<file path="src/rtl/vx_multi_priority_encoder.sv">
// Registered K-grant priority encoder with valid/ready handshake, fixed or round-robin order.
// Optional performance counters are compiled in when VX_MPE_PERF_EN is defined.
module vx_multi_priority_encoder #(
    parameter int N       = 8,
    parameter int K       = 2,
    parameter int REVERSE = 0,
    parameter int ROTATE  = 0,
    parameter int LN      = (N > 1) ? $clog2(N) : 1,
    parameter int CW      = $clog2(K + 1)
) (
    input  logic            clk,
    input  logic            reset,
    input  logic            valid_in,
    input  logic [N-1:0]    data_in,
    output logic            ready_in,
    output logic            valid_out,
    output logic [K*N-1:0]  onehot,
    output logic [K*LN-1:0] index,
    output logic [K-1:0]    grant_valid,
    output logic [CW-1:0]   count,
    input  logic            ready_out
`ifdef VX_MPE_PERF_EN
    ,
    output logic [31:0]     perf_stalls,
    output logic [31:0]     perf_empty
`endif
);

    localparam logic [LN-1:0] PTR_RST = (REVERSE != 0) ? LN'(N - 1) : LN'(0);

    logic            valid_q;
    logic [K*N-1:0]  onehot_q, onehot_d;
    logic [K*LN-1:0] index_q, index_d;
    logic [K-1:0]    grant_valid_q, grant_valid_d;
    logic [CW-1:0]   count_q, count_d;
    logic [LN-1:0]   ptr_q, ptr_d;
    logic [LN-1:0]   last_d;
    logic [LN-1:0]   start_s;
    logic [LN-1:0]   pos_s [N];
    logic [N-1:0]    scan_s;
    logic [N-1:0]    used_s;
    logic            hit_s;
    logic            ready_in_s;
    logic            accept_s;

    // Bit position reached by stepping 'step' places from 'base' in the search direction.
    function automatic logic [LN-1:0] wrap_pos(input logic [LN-1:0] base, input int step);
        int p;
        p = (REVERSE != 0) ? int'(base) - step : int'(base) + step;
        p = (p < 0) ? p + N : ((p >= N) ? p - N : p);
        return LN'(p);
    endfunction

    assign ready_in_s = ~valid_q | ready_out;
    assign accept_s   = valid_in & ready_in_s;
    assign start_s    = (ROTATE != 0) ? ptr_q : PTR_RST;

    // Reorder the request bits into search order starting at the start point.
    always_comb begin
        for (int j = 0; j < N; j++) begin
            pos_s[j]  = wrap_pos(start_s, j);
            scan_s[j] = |(data_in & (N'(1'b1) << pos_s[j]));
        end
    end

    // K-stage masked scan: each lane claims the first still-unused request in search order.
    always_comb begin
        onehot_d      = '0;
        index_d       = '0;
        grant_valid_d = '0;
        count_d       = '0;
        last_d        = start_s;
        used_s        = '0;
        hit_s         = 1'b0;
        for (int k = 0; k < K; k++) begin
            for (int j = 0; j < N; j++) begin
                hit_s                  = scan_s[j] & ~used_s[j] & ~grant_valid_d[k];
                used_s[j]              = used_s[j] | hit_s;
                grant_valid_d[k]       = grant_valid_d[k] | hit_s;
                onehot_d[k*N +: N]     = onehot_d[k*N +: N] | (hit_s ? (N'(1'b1) << pos_s[j]) : N'(0));
                index_d[k*LN +: LN]    = hit_s ? pos_s[j] : index_d[k*LN +: LN];
                last_d                 = hit_s ? pos_s[j] : last_d;
            end
        end
        for (int k = 0; k < K; k++) begin
            count_d = count_d + CW'(grant_valid_d[k]);
        end
    end

    // Round-robin pointer advances past the last grant, only on an accepted non-empty vector.
    always_comb begin
        ptr_d = ptr_q;
        if (accept_s && (ROTATE != 0) && (count_d != CW'(0))) begin
            ptr_d = wrap_pos(last_d, 1);
        end else begin
            ptr_d = ptr_q;
        end
    end

    // Output register stage with backpressure hold.
    always_ff @(posedge clk) begin
        if (!reset) begin
            valid_q       <= 1'b0;
            onehot_q      <= '0;
            index_q       <= '0;
            grant_valid_q <= '0;
            count_q       <= '0;
            ptr_q         <= PTR_RST;
        end else begin
            ptr_q <= ptr_d;
            if (accept_s) begin
                valid_q       <= 1'b1;
                onehot_q      <= onehot_d;
                index_q       <= index_d;
                grant_valid_q <= grant_valid_d;
                count_q       <= count_d;
            end else if (ready_out) begin
                valid_q <= 1'b0;
            end else begin
                valid_q <= valid_q;
            end
        end
    end

`ifdef VX_MPE_PERF_EN
    logic [31:0] perf_stalls_q;
    logic [31:0] perf_empty_q;

    // Stall cycles and accepted all-zero vectors, both free-running and wrapping.
    always_ff @(posedge clk) begin
        if (!reset) begin
            perf_stalls_q <= 32'd0;
            perf_empty_q  <= 32'd0;
        end else begin
            perf_stalls_q <= perf_stalls_q + ((valid_q && !ready_out) ? 32'd1 : 32'd0);
            perf_empty_q  <= perf_empty_q + ((accept_s && (data_in == N'(0))) ? 32'd1 : 32'd0);
        end
    end

    assign perf_stalls = perf_stalls_q;
    assign perf_empty  = perf_empty_q;
`endif

    assign ready_in    = ready_in_s;
    assign valid_out   = valid_q;
    assign onehot      = onehot_q;
    assign index       = index_q;
    assign grant_valid = grant_valid_q;
    assign count       = count_q;

endmodule

</file>
<file path="config.mk">
export PLATFORM = sky130hd
export DESIGN_NAME = vx_multi_priority_encoder
export DESIGN_NICKNAME = d
export VERILOG_FILES = /design/src/rtl/vx_multi_priority_encoder.sv
export SDC_FILE = /design/constraint.sdc
export NUM_CORES = 1
export LEC_CHECK = 0
export ABC_AREA = 1
export BUFFER_PORTS_ARGS = -buffer_cell sky130_fd_sc_hd__buf_2
export CORE_MARGIN = 2
export CORE_UTILIZATION = 49
export CTS_CLUSTER_DIAMETER = 30
export DETAILED_ROUTE_END_ITERATION = 10
export PLACE_DENSITY = 0.78
export SYNTH_ARGS = -nofsm -noshare
export SYNTH_HDL_FRONTEND = slang
export SYNTH_SLANG_ARGS = --single-unit
</file>
<file path="constraint.sdc">
create_clock -name clk -period 1.7 [get_ports clk]
set_input_delay 0.34 -clock clk [delete_from_list [all_inputs] [get_ports clk]]
set_output_delay 0.34 -clock clk [all_outputs]
set_load 0.03 [all_outputs]
</file>
==> Word level (Yosys, flattened, before mapping) <==
Index checks and enable logic that the tools add are counted.
{ "totals": {"reg_bits": 27, "inputBits": 12, "out_inout_bits": 28, "word_cells": 107} }
{ "classes": {"n_addsub": 1, "mux": 31, "bitwise": 69, "n_reduce_logical": 1} }
{ "op_table": {"columns": ["cell", "n"], "rows": [
  ["$or 8x8->8", 6],
  ["$mux 3", 11],
  ["$and 1x1->1", 21],
  ["$not 1->1", 21],
  ["$mux 8", 2],
  ["$mux 7", 2],
  ["$or 1x1->1", 14],
  ["$mux 6", 2],
  ["$mux 2", 5],
  ["$mux 5", 2],
  ["$mux 4", 2],
  ["$or 2x8->8", 1],
  ["$or 8x7->8", 1],
  ["$or 5x6->6", 1],
  ["$mux 1", 5],
  ["$or 4x5->5", 1],
  ["$or 3x4->4", 1],
  ["$or 2x3->3", 1],
  ["$add 1x1->2", 1],
  ["$or 1x2->2", 1],
  ["$reduce_bool 2->1", 1]
]} }

==> Longest topological paths before layout <==
Gate-level depths: netlist of the first run.
{ "logic_depth": {"ltp_word": 25, "depth_mapped": 10, "mapped_depth_nobuf": 10} }

==> Least setup slack after synthesis of the first run <==
No wires, ideal clock.
{ "synth_path": {"path_type": "register to register", "from": "register valid_q, in the netlist valid_out", "to": "register onehot_q[4], in the netlist onehot[4]", "setup_ns": 0.115, "arrival_time_ns": 1.470, "t_required_ns": 1.585, "path_slack_ns": 0.114, "path_stages_with_launch": 9, "path_buffers": 1, "synth_period_minus_slack_ns": 1.586, "cell_sequence": "dfxtp_1 -> nand2_1 -> nand2_1 -> inv_1 -> buf_2 -> nor2_1 -> nor2_1 -> o21ai_0 -> inv_1"} }
{ "synth_between": {"elab_chain_cells": 3} }
{ "synth_rtl": {"columns": ["item", "line_no", "text"], "rows": [
  ["start: declaration", "31", "logic valid_q;"],
  ["start signal: assignment", "120", "valid_q <= valid_q;"],
  ["$not 1->1", "54", "assign ready_in_s = ~valid_q | ready_out;"],
  ["$or 1x1->1", "54", null],
  ["named net ready_in", "15", "output logic ready_in,"],
  ["$and 1x1->1", "55", "assign accept_s = valid_in & ready_in_s;"],
  ["end signal: assignment", "113", "onehot_q <= onehot_d;"],
  ["end: declaration", "32", "logic [K*N-1:0] onehot_q, onehot_d;"]
]} }
The timed path passes the listed nets, and every way through them passes these cells.
A chain may end at the register's enable or synchronous reset.

==> Final worst setup path of the first run <==
{ "layout_path": {"from": "input port data_in[0]", "to": "register count_q[0], in the netlist count[0]"} }
{ "layout_between": {"elab_chain_cells": 25} }
{ "layout_rtl": {"columns": ["item", "line_no", "text"], "rows": [
  ["start: declaration", "14", "input logic [N-1:0] data_in,"],
  ["$not 1->1", "77", "hit_s = scan_s[j] & ~used_s[j] & ~grant_valid_d[k];"],
  ["$and 1x1->1", "77", null],
  ["$or 1x1->1", "79", "grant_valid_d[k] = grant_valid_d[k] | hit_s;"],
  ["$not 1->1", "77", null],
  ["$and 1x1->1", "77", null],
  ["$or 1x1->1 / $not 1->1 (equally long branches)", "79, 77", null],
  ["$not 1->1 / $and 1x1->1 (equally long branches)", "77", null],
  ["$and 1x1->1", "77", null],
  ["[... 10 more ...]", null, null],
  ["$not 1->1 / $and 1x1->1 (equally long branches)", "77", null],
  ["$and 1x1->1", "77", null],
  ["$not 1->1 / $or 1x1->1 (equally long branches)", "77, 79", null],
  ["$and 1x1->1 / $not 1->1 (equally long branches)", "77", null],
  ["$and 1x1->1", "77", null],
  ["$or 1x1->1", "79", null],
  ["$add 1x1->2 (*)", "86", "count_d = count_d + CW'(grant_valid_d[k]);"],
  ["named net count_d[0]", "35", "logic [CW-1:0] count_q, count_d;"],
  ["end signal: assignment", "116", "count_q <= count_d;"],
  ["end: declaration", "35", null]
]} }
The timed path passes the listed nets; every way through them passes the cells marked *.

==> summary.log, run 1 <==
[worst_setup_path] critical path class primary input to register
[worst_setup_path] Worst Path Max Fanout 5
[placed_design] Worst Setup Slack post-DPL -124 ps
[worst_hold_path] worst hold path class primary input to register
[sta] period utilization 0.877
[sta] worst setup margin 209 ps
[worst_setup_path] worst reg2reg startpoint valid_out
[worst_hold_path] hold-critical path endpoint onehot[7]
[cts] hold bufs inserted after CTS 0
[yosys] net count of the mapped netlist 178
[sta] hold violation total from the final report 0
[finish] Final #Nets 231
[global_routing] first-pass GRT wire length 4630 µm
[worst_setup_path] Reg2Reg Capture Point onehot[4]
[sta] Setup Skew 6.77 ps
[drt] DR iter-0 viols 25
[pwr] maximum VDD drop 673 µV
[worst_setup_path] cell type of the slowest stage on the worst timing path sky130_fd_sc_hd__ha_1
[cts] clock transition time at the flip-flop clock pins of the worst setup and hold paths 140 ps
[floorplan] I/O pin count 40
[worst_setup_path] slowest cell delay on critical path 280 ps
[cts] CTS-repair resized insts 0
[worst_setup_path] chain of cells forming the critical path buf_2 -> nor2_4 -> nand4_2 -> nor2_1 -> nor2_1 -> nor2_4 -> o21ai_1 -> ha_1 -> o21ai_0 -> nor2_1
[global_routing] antenna violations before repair 0
[finish] count of inserted antenna diode cells 0
[worst_setup_path] Reg2Reg Setup Slack 370 ps
[global_routing] total global routing overflow 0
[placed_design] number of port buffers 38
[cts] CTS Root Buffer Type sky130_fd_sc_hd__clkbuf_4
[cts] TritonCTS clock tree done
[cts] Post-CTS Setup Bufs 0
[drt] iteration count of the initial detailed-routing pass 4
[worst_setup_path] data arrival time of the critical path 1740 ps
[worst_setup_path] number of cells on the worst reg-to-reg path 8
[drt] routed length per instance 12.1 µm
[yosys] number of instances in the synthesized netlist 165
[sta] Max Freq 0.671 GHz
[finish] final standard cell area without fillers 0.00156 mm²
[global_routing] gr usage total 0.224
[drt] WL final 2970 µm
[yosys] synthesized flop and latch total 26
[worst_setup_path] Most common cell on crit path sky130_fd_sc_hd__nor2_1
[cts] Skew-Pair Late Insertion Delay 330 ps
[cts] CTS H-Tree Depth 1
[finish] post-synthesis to final-layout area growth 30.9%
[sta] Final Slew Violations 0
[sta] setup repair after global routing missed its margin false
[worst_setup_path] Critical Path Sink Type register
[finish] number of fill cells 212
[pwr] P per Cell Area 913 mW/mm²
[cts] Max Buffers Root-to-Sink 2
[yosys] synthesized cell area 0.00119 mm²
[outcome] result of the run complete, no violations
[worst_setup_path] startpoint kind of the worst setup timing path primary input
[floorplan] initial core utilization 0.530
[floorplan] Die X 53.4 µm
[drt] post-route ant nets 0
[cts] total clock buffers created by CTS 3
[global_routing] largest net degree at the start of global routing 18
[worst_hold_path] cell depth of the worst hold path 3
[sta] shortest clock period the worst path allows after layout 1490 ps
[floorplan] Die Footprint 0.00285 mm²
[finish] share of the core filled with cells 0.694
[floorplan] standard-cell row count 17
[floorplan] vertical extent of the die 53.4 µm
[worst_setup_path] Critical Path RT 1950 ps
[global_routing] vias in the first global route 1068
[run] Max Cap Violations 0
[finish] ratio of cells with drive above 1 in the final layout 0.323
[drt] drt drc 0
[placed_design] post-detailed-placement cell area 0.00151 mm²
[yosys] Synthesis Warnings 0
[cts] clk sinks 26
[placed_design] global placer's final weighted congestion 0.824
[sta] accumulated negative setup slack 0 ps
[pwr] leakage power of the design 0.813 nW
[drt] routed vias 1236
[yosys] sequential-to-total area share from yosys stat 0.436
[floorplan] Std-Cell Core Area 0.00225 mm²
[worst_hold_path] min-delay src data_in[7]
[placed_design] hpwl dp 2170 µm
[drt] post-detailed-route via-to-cell ratio 5.04
[sta] final hold slack 293 ps
[yosys] Post-Synthesis Mean Instance Area 7.24 µm²
[yosys] number of distinct library cells after synthesis 23
[sta] number of failing setup endpoints in the final timing report 0
## worst max-delay path, delay by kind of cell
family                     cells  cell delay [ps]
and+or+nand+nor                6              710
AOI/OAI and AO/OA              2              260
buffers and inverters          1              140
adders and majority gates      1              280
## synth_stat cells (all sizes together)
library cell,count,area share
a211oi,1,0.0063
dfxtp,26,0.44
inv,18,0.057
clkbuf,3,0.0094
nand3,8,0.048
nor2,36,0.14
conb,1,0.0031
a21oi,19,0.083
nand2,23,0.074
o21ai,24,0.11
clkinv,1,0.0031
buf,3,0.015
ha,1,0.010
nand4,1,0.010
## cell families (layout without fill, tap and decap cells)
group                      after synthesis  count (layout)  synth area share
DFF                                     26              26             0.436
AOI/OAI and AO/OA                       44              44             0.196
other                                    1               1           0.00314
and+or+nand+nor                         68              68             0.271
buffers and inverters                   25              77            0.0838
adders and majority gates                1               1            0.0105
## where the power goes
part / internal [mW] / switching (mW) / total (mW)
registers: 0.652 / 0.0190 / 0.671
clock network: 0.239 / 0.191 / 0.429
logic: 0.103 / 0.224 / 0.328
## layout by cell type, fill, tap and decap left out
cell and n:
sky130_fd_sc_hd__o21ai_2 2, sky130_fd_sc_hd__bufinv_16 1, sky130_fd_sc_hd__clkbuf_4 3, sky130_fd_sc_hd__nand3_2 1
sky130_fd_sc_hd__inv_2 1, sky130_fd_sc_hd__a211oi_1 1, sky130_fd_sc_hd__nor2_1 32, sky130_fd_sc_hd__o21ai_0 18
sky130_fd_sc_hd__buf_2 38, sky130_fd_sc_hd__nand4_2 1, sky130_fd_sc_hd__dfxtp_1 26, sky130_fd_sc_hd__nor2_4 4
sky130_fd_sc_hd__conb_1 1, sky130_fd_sc_hd__ha_1 1, sky130_fd_sc_hd__nand2_2 1, sky130_fd_sc_hd__o21ai_1 4
sky130_fd_sc_hd__clkinv_1 1, sky130_fd_sc_hd__a21oi_2 1, sky130_fd_sc_hd__nand3_4 1, sky130_fd_sc_hd__buf_4 16
sky130_fd_sc_hd__nand3_1 6, sky130_fd_sc_hd__a21oi_1 18, sky130_fd_sc_hd__nand2_1 22, sky130_fd_sc_hd__inv_1 17
## metal layers
metal	track usage	vias up	wire length (µm)
met1	0.275	569	1390
met5	0	-	0
met4	0.0983	0	59
met2	0.385	25	1420
li1	-	635	-
met3	0.0282	7	94
## state kept, by name, indices dropped and copies added (netlist names)
name	flops
grant_valid	2
index	6
count	2
valid_out	1
onehot	15
## cell type report
class	count	area (µm²)	share of cell area
inverter	19	71.3	0.0456
timing repair buffer	54	310	0.198
clock inverter	1	30.0	0.0192
sequential	26	520	0.333
multi-input combinational	114	574	0.367
clock buffer	3	22.5	0.0144
tap	28	35.0	0.0224
## worst max path at each step
stage                    start        end  depth (start not counted)
finish              data_in[0]   count[0]                         10
global route        data_in[0]   count[0]                         10
CTS                 data_in[0]   count[0]                         10
detailed placement  data_in[0]   count[0]                         10
global placement    data_in[0]   count[0]                         10
floorplan            valid_out  onehot[4]                          8
## metrics by stage
step	power, mW	cells
2_1_floorplan	0.896	165
3_3_place_gp	1.00	241
3_5_place_dp	1.01	241
4_1_cts	1.44	245
5_1_grt	1.49	245
6_report	1.43	245
(Power assumes the default switching activity.)
==> run 2: changes to the inputs <==
--- a/config.mk
+++ b/config.mk
@@ -13,3 +13,3 @@
 export DETAILED_ROUTE_END_ITERATION = 10
-export PLACE_DENSITY = 0.78
+export PLACE_DENSITY = 0.8
 export SYNTH_ARGS = -nofsm -noshare
==> constraint.sdc (replaced) <==
create_clock -name clk -period 1.7 [get_ports clk]
set_input_delay 0.17 -clock clk [delete_from_list [all_inputs] [get_ports clk]]
set_output_delay 0.17 -clock clk [all_outputs]
set_load 0.03 [all_outputs]
==> run 2 against run 1 <==
- power shrank 13%
- clock power shrank 40%
- final area fell by 7.7%
- sequential power about the same
- largest power group unchanged
==> summary.log, run 2 (synthesis gave the netlist of run 1 again) <==
[worst_setup_path] cell type of the slowest stage on the worst timing path sky130_fd_sc_hd__ha_1
[worst_setup_path] startpoint kind of the worst setup timing path primary input
[cts] clock transition time at the flip-flop clock pins of the worst setup and hold paths 130 ps
[sta] period utilization 0.805
[cts] total clock buffers created by CTS 3
[worst_setup_path] data arrival time of the critical path 1590 ps
[outcome] result of the run complete, no violations
[floorplan] initial core utilization 0.530
[sta] Setup Skew 4.91 ps
[finish] commonest cells after routing, fill and taps aside 38 x sky130_fd_sc_hd__buf_2, 32 x sky130_fd_sc_hd__nor2_1, 26 x sky130_fd_sc_hd__dfxtp_1
[cts] hold bufs inserted after CTS 0
[global_routing] first-pass GRT wire length 4610 µm
[floorplan] vertical extent of the die 53.4 µm
[cts] Skew-Pair Late Insertion Delay 320 ps
[global_routing] gr usage total 0.226
[sta] hold violation total from the final report 0
[worst_setup_path] chain of cells forming the critical path buf_2 -> nor2_4 -> nand4_2 -> nand2_1 -> nand3_4 -> nor2_4 -> o21ai_1 -> ha_1 -> o21ai_0 -> nor2_1
[floorplan] standard-cell row count 17
[sta] number of failing setup endpoints in the final timing report 0
[finish] sequential cell area 520 µm²
[finish] final standard cell area without fillers 0.00144 mm²
[cts] clk sinks 26
[floorplan] I/O pin count 40
[drt] routed vias 1177
[global_routing] antenna violations before repair 0
[finish] ratio of cells with drive above 1 in the final layout 0.279
[worst_setup_path] Critical Path RT 1930 ps
[sta] shortest clock period the worst path allows after layout 1370 ps
[worst_setup_path] worst reg2reg startpoint valid_out
[worst_setup_path] sum of buffers and inverters on the critical path 1
[finish] post-synthesis to final-layout area growth 20.8%
[worst_setup_path] Worst Path Max Fanout 6
[placed_design] number of placed instances, taps included 229
[drt] post-detailed-route via-to-cell ratio 5.07
[pwr] P per Cell Area 856 mW/mm²
[worst_setup_path] Crit path max-delay family simple AND/OR/NAND/NOR gates
[worst_setup_path] slowest cell delay on critical path 280 ps
[placed_design] post-detailed-placement cell area 0.00142 mm²
[sta] accumulated negative setup slack 0 ps
[placed_design] hpwl dp 2100 µm
[cts] CTS Root Buffer Type sky130_fd_sc_hd__clkbuf_4
[drt] Highest Signal Layer met4
[pwr] register share of total power 0.542
[sta] setup repair after global routing missed its margin false
[cts] TritonCTS clock tree done
[finish] area of the multi-input gates 574 µm²
[drt] DR iter-0 viols 23
[global_routing] largest net degree at the start of global routing 18
[drt] Met3 Routed Length 131 µm
[floorplan] Std-Cell Core Area 0.00225 mm²
[pwr] maximum VDD drop 625 µV
[pwr] cell internal power dissipation 0.825 mW
[finish] Post-Layout Cell Count 232
[finish] Final #Nets 219
[sta] Max Freq 0.731 GHz
[cts] Max Buffers Root-to-Sink 2
[drt] post-route ant nets 0
[worst_setup_path] critical path class primary input to register
[pwr] switching component of the power 0.411 mW
[global_routing] vias in the first global route 1108
[pwr] power share of the combinational group 0.251
[pwr] power share of the clock group 0.207
[run] Max Cap Violations 0
[worst_setup_path] Critical Path Sink Type register
[cts] CTS H-Tree Depth 1
[global_routing] total global routing overflow 0
[pwr] sw frac 0.332
[drt] met2 wire length 1360 µm
[worst_hold_path] min-delay src ready_out
[drt] drt drc 0
[placed_design] global placer's final weighted congestion 0.785
[cts] Post-CTS Setup Bufs 0
[finish] number of fill cells 220
[worst_setup_path] Worst Setup SP data_in[0]
[floorplan] Die X 53.4 µm
[placed_design] number of port buffers 38
[drt] routed length per instance 11.8 µm
[pwr] leakage power of the design 0.742 nW
[finish] most common cell after layout, fill and taps aside sky130_fd_sc_hd__buf_2
[sta] worst setup margin 331 ps
[worst_hold_path] worst hold path class primary input to register
[drt] iteration count of the initial detailed-routing pass 4
[sta] Final Slew Violations 0
[finish] count of inserted antenna diode cells 0
[placed_design] Worst Setup Slack post-DPL -8.08 ps
[finish] flip-flop count of the largest register, all copies and words added 15
[drt] met1 WL 1210 µm
[worst_setup_path] Most common cell on crit path sky130_fd_sc_hd__nor2_4
[cts] CTS-repair resized insts 0
[drt] WL final 2750 µm
[floorplan] Die Footprint 0.00285 mm²
-- run 2: path summary, 6_finish.rpt --
check | end | slack (ps) | cells after the start
max reg2reg | onehot[4] | 340 | 8
min reg2reg | onehot[15] | 470 | 2
min | valid_out | 140 | 4
max | count[0] | 330 | 10
-- run 2: per-layer routing --
layer / global-route usage / vias to the layer above
li1: - / 610
met1: 0.263 / 534
met2: 0.374 / 28
met3: 0.0565 / 5
met4: 0.120 / 0
met5: 0 / -
-- run 2: power by group through the flow --
stage | Sequential, mW | Clock (mW) | Combinational, mW
2_1_floorplan | 0.768 | 0 | 0.128
3_3_place_gp | 0.681 | 0 | 0.304
4_1_cts | 0.671 | 0.264 | 0.310
3_5_place_dp | 0.684 | 0 | 0.309
6_report | 0.670 | 0.256 | 0.310
5_1_grt | 0.676 | 0.292 | 0.341
-- run 2: metrics by stage --
stage / util / power (mW) / hold slack, ps
floorplan: - / 0.896 / 308
global placement: 0.630 / 0.986 / 451
detailed placement: 0.630 / 0.992 / 454
CTS: 0.640 / 1.24 / 128
global route: 0.640 / 1.31 / 142
finish: 0.640 / 1.24 / 142
-- run 2: final cells by class --
| cell class | count | area share |
|---|---|---|
| Sequential cell | 26 | 0.360 |
| Timing Repair Buffer | 42 | 0.153 |
| Tap cell | 28 | 0.0243 |
| Multi-Input combinational cell | 114 | 0.398 |
| Inverter | 19 | 0.0494 |
| Clock buffer | 3 | 0.0156 |
-- run 2: tightest hold or removal path, cell delays in order --
cell and delay (ps):
sky130_fd_sc_hd__buf_2 70, sky130_fd_sc_hd__inv_1 30, sky130_fd_sc_hd__nand2_1 70, sky130_fd_sc_hd__a21oi_1 70
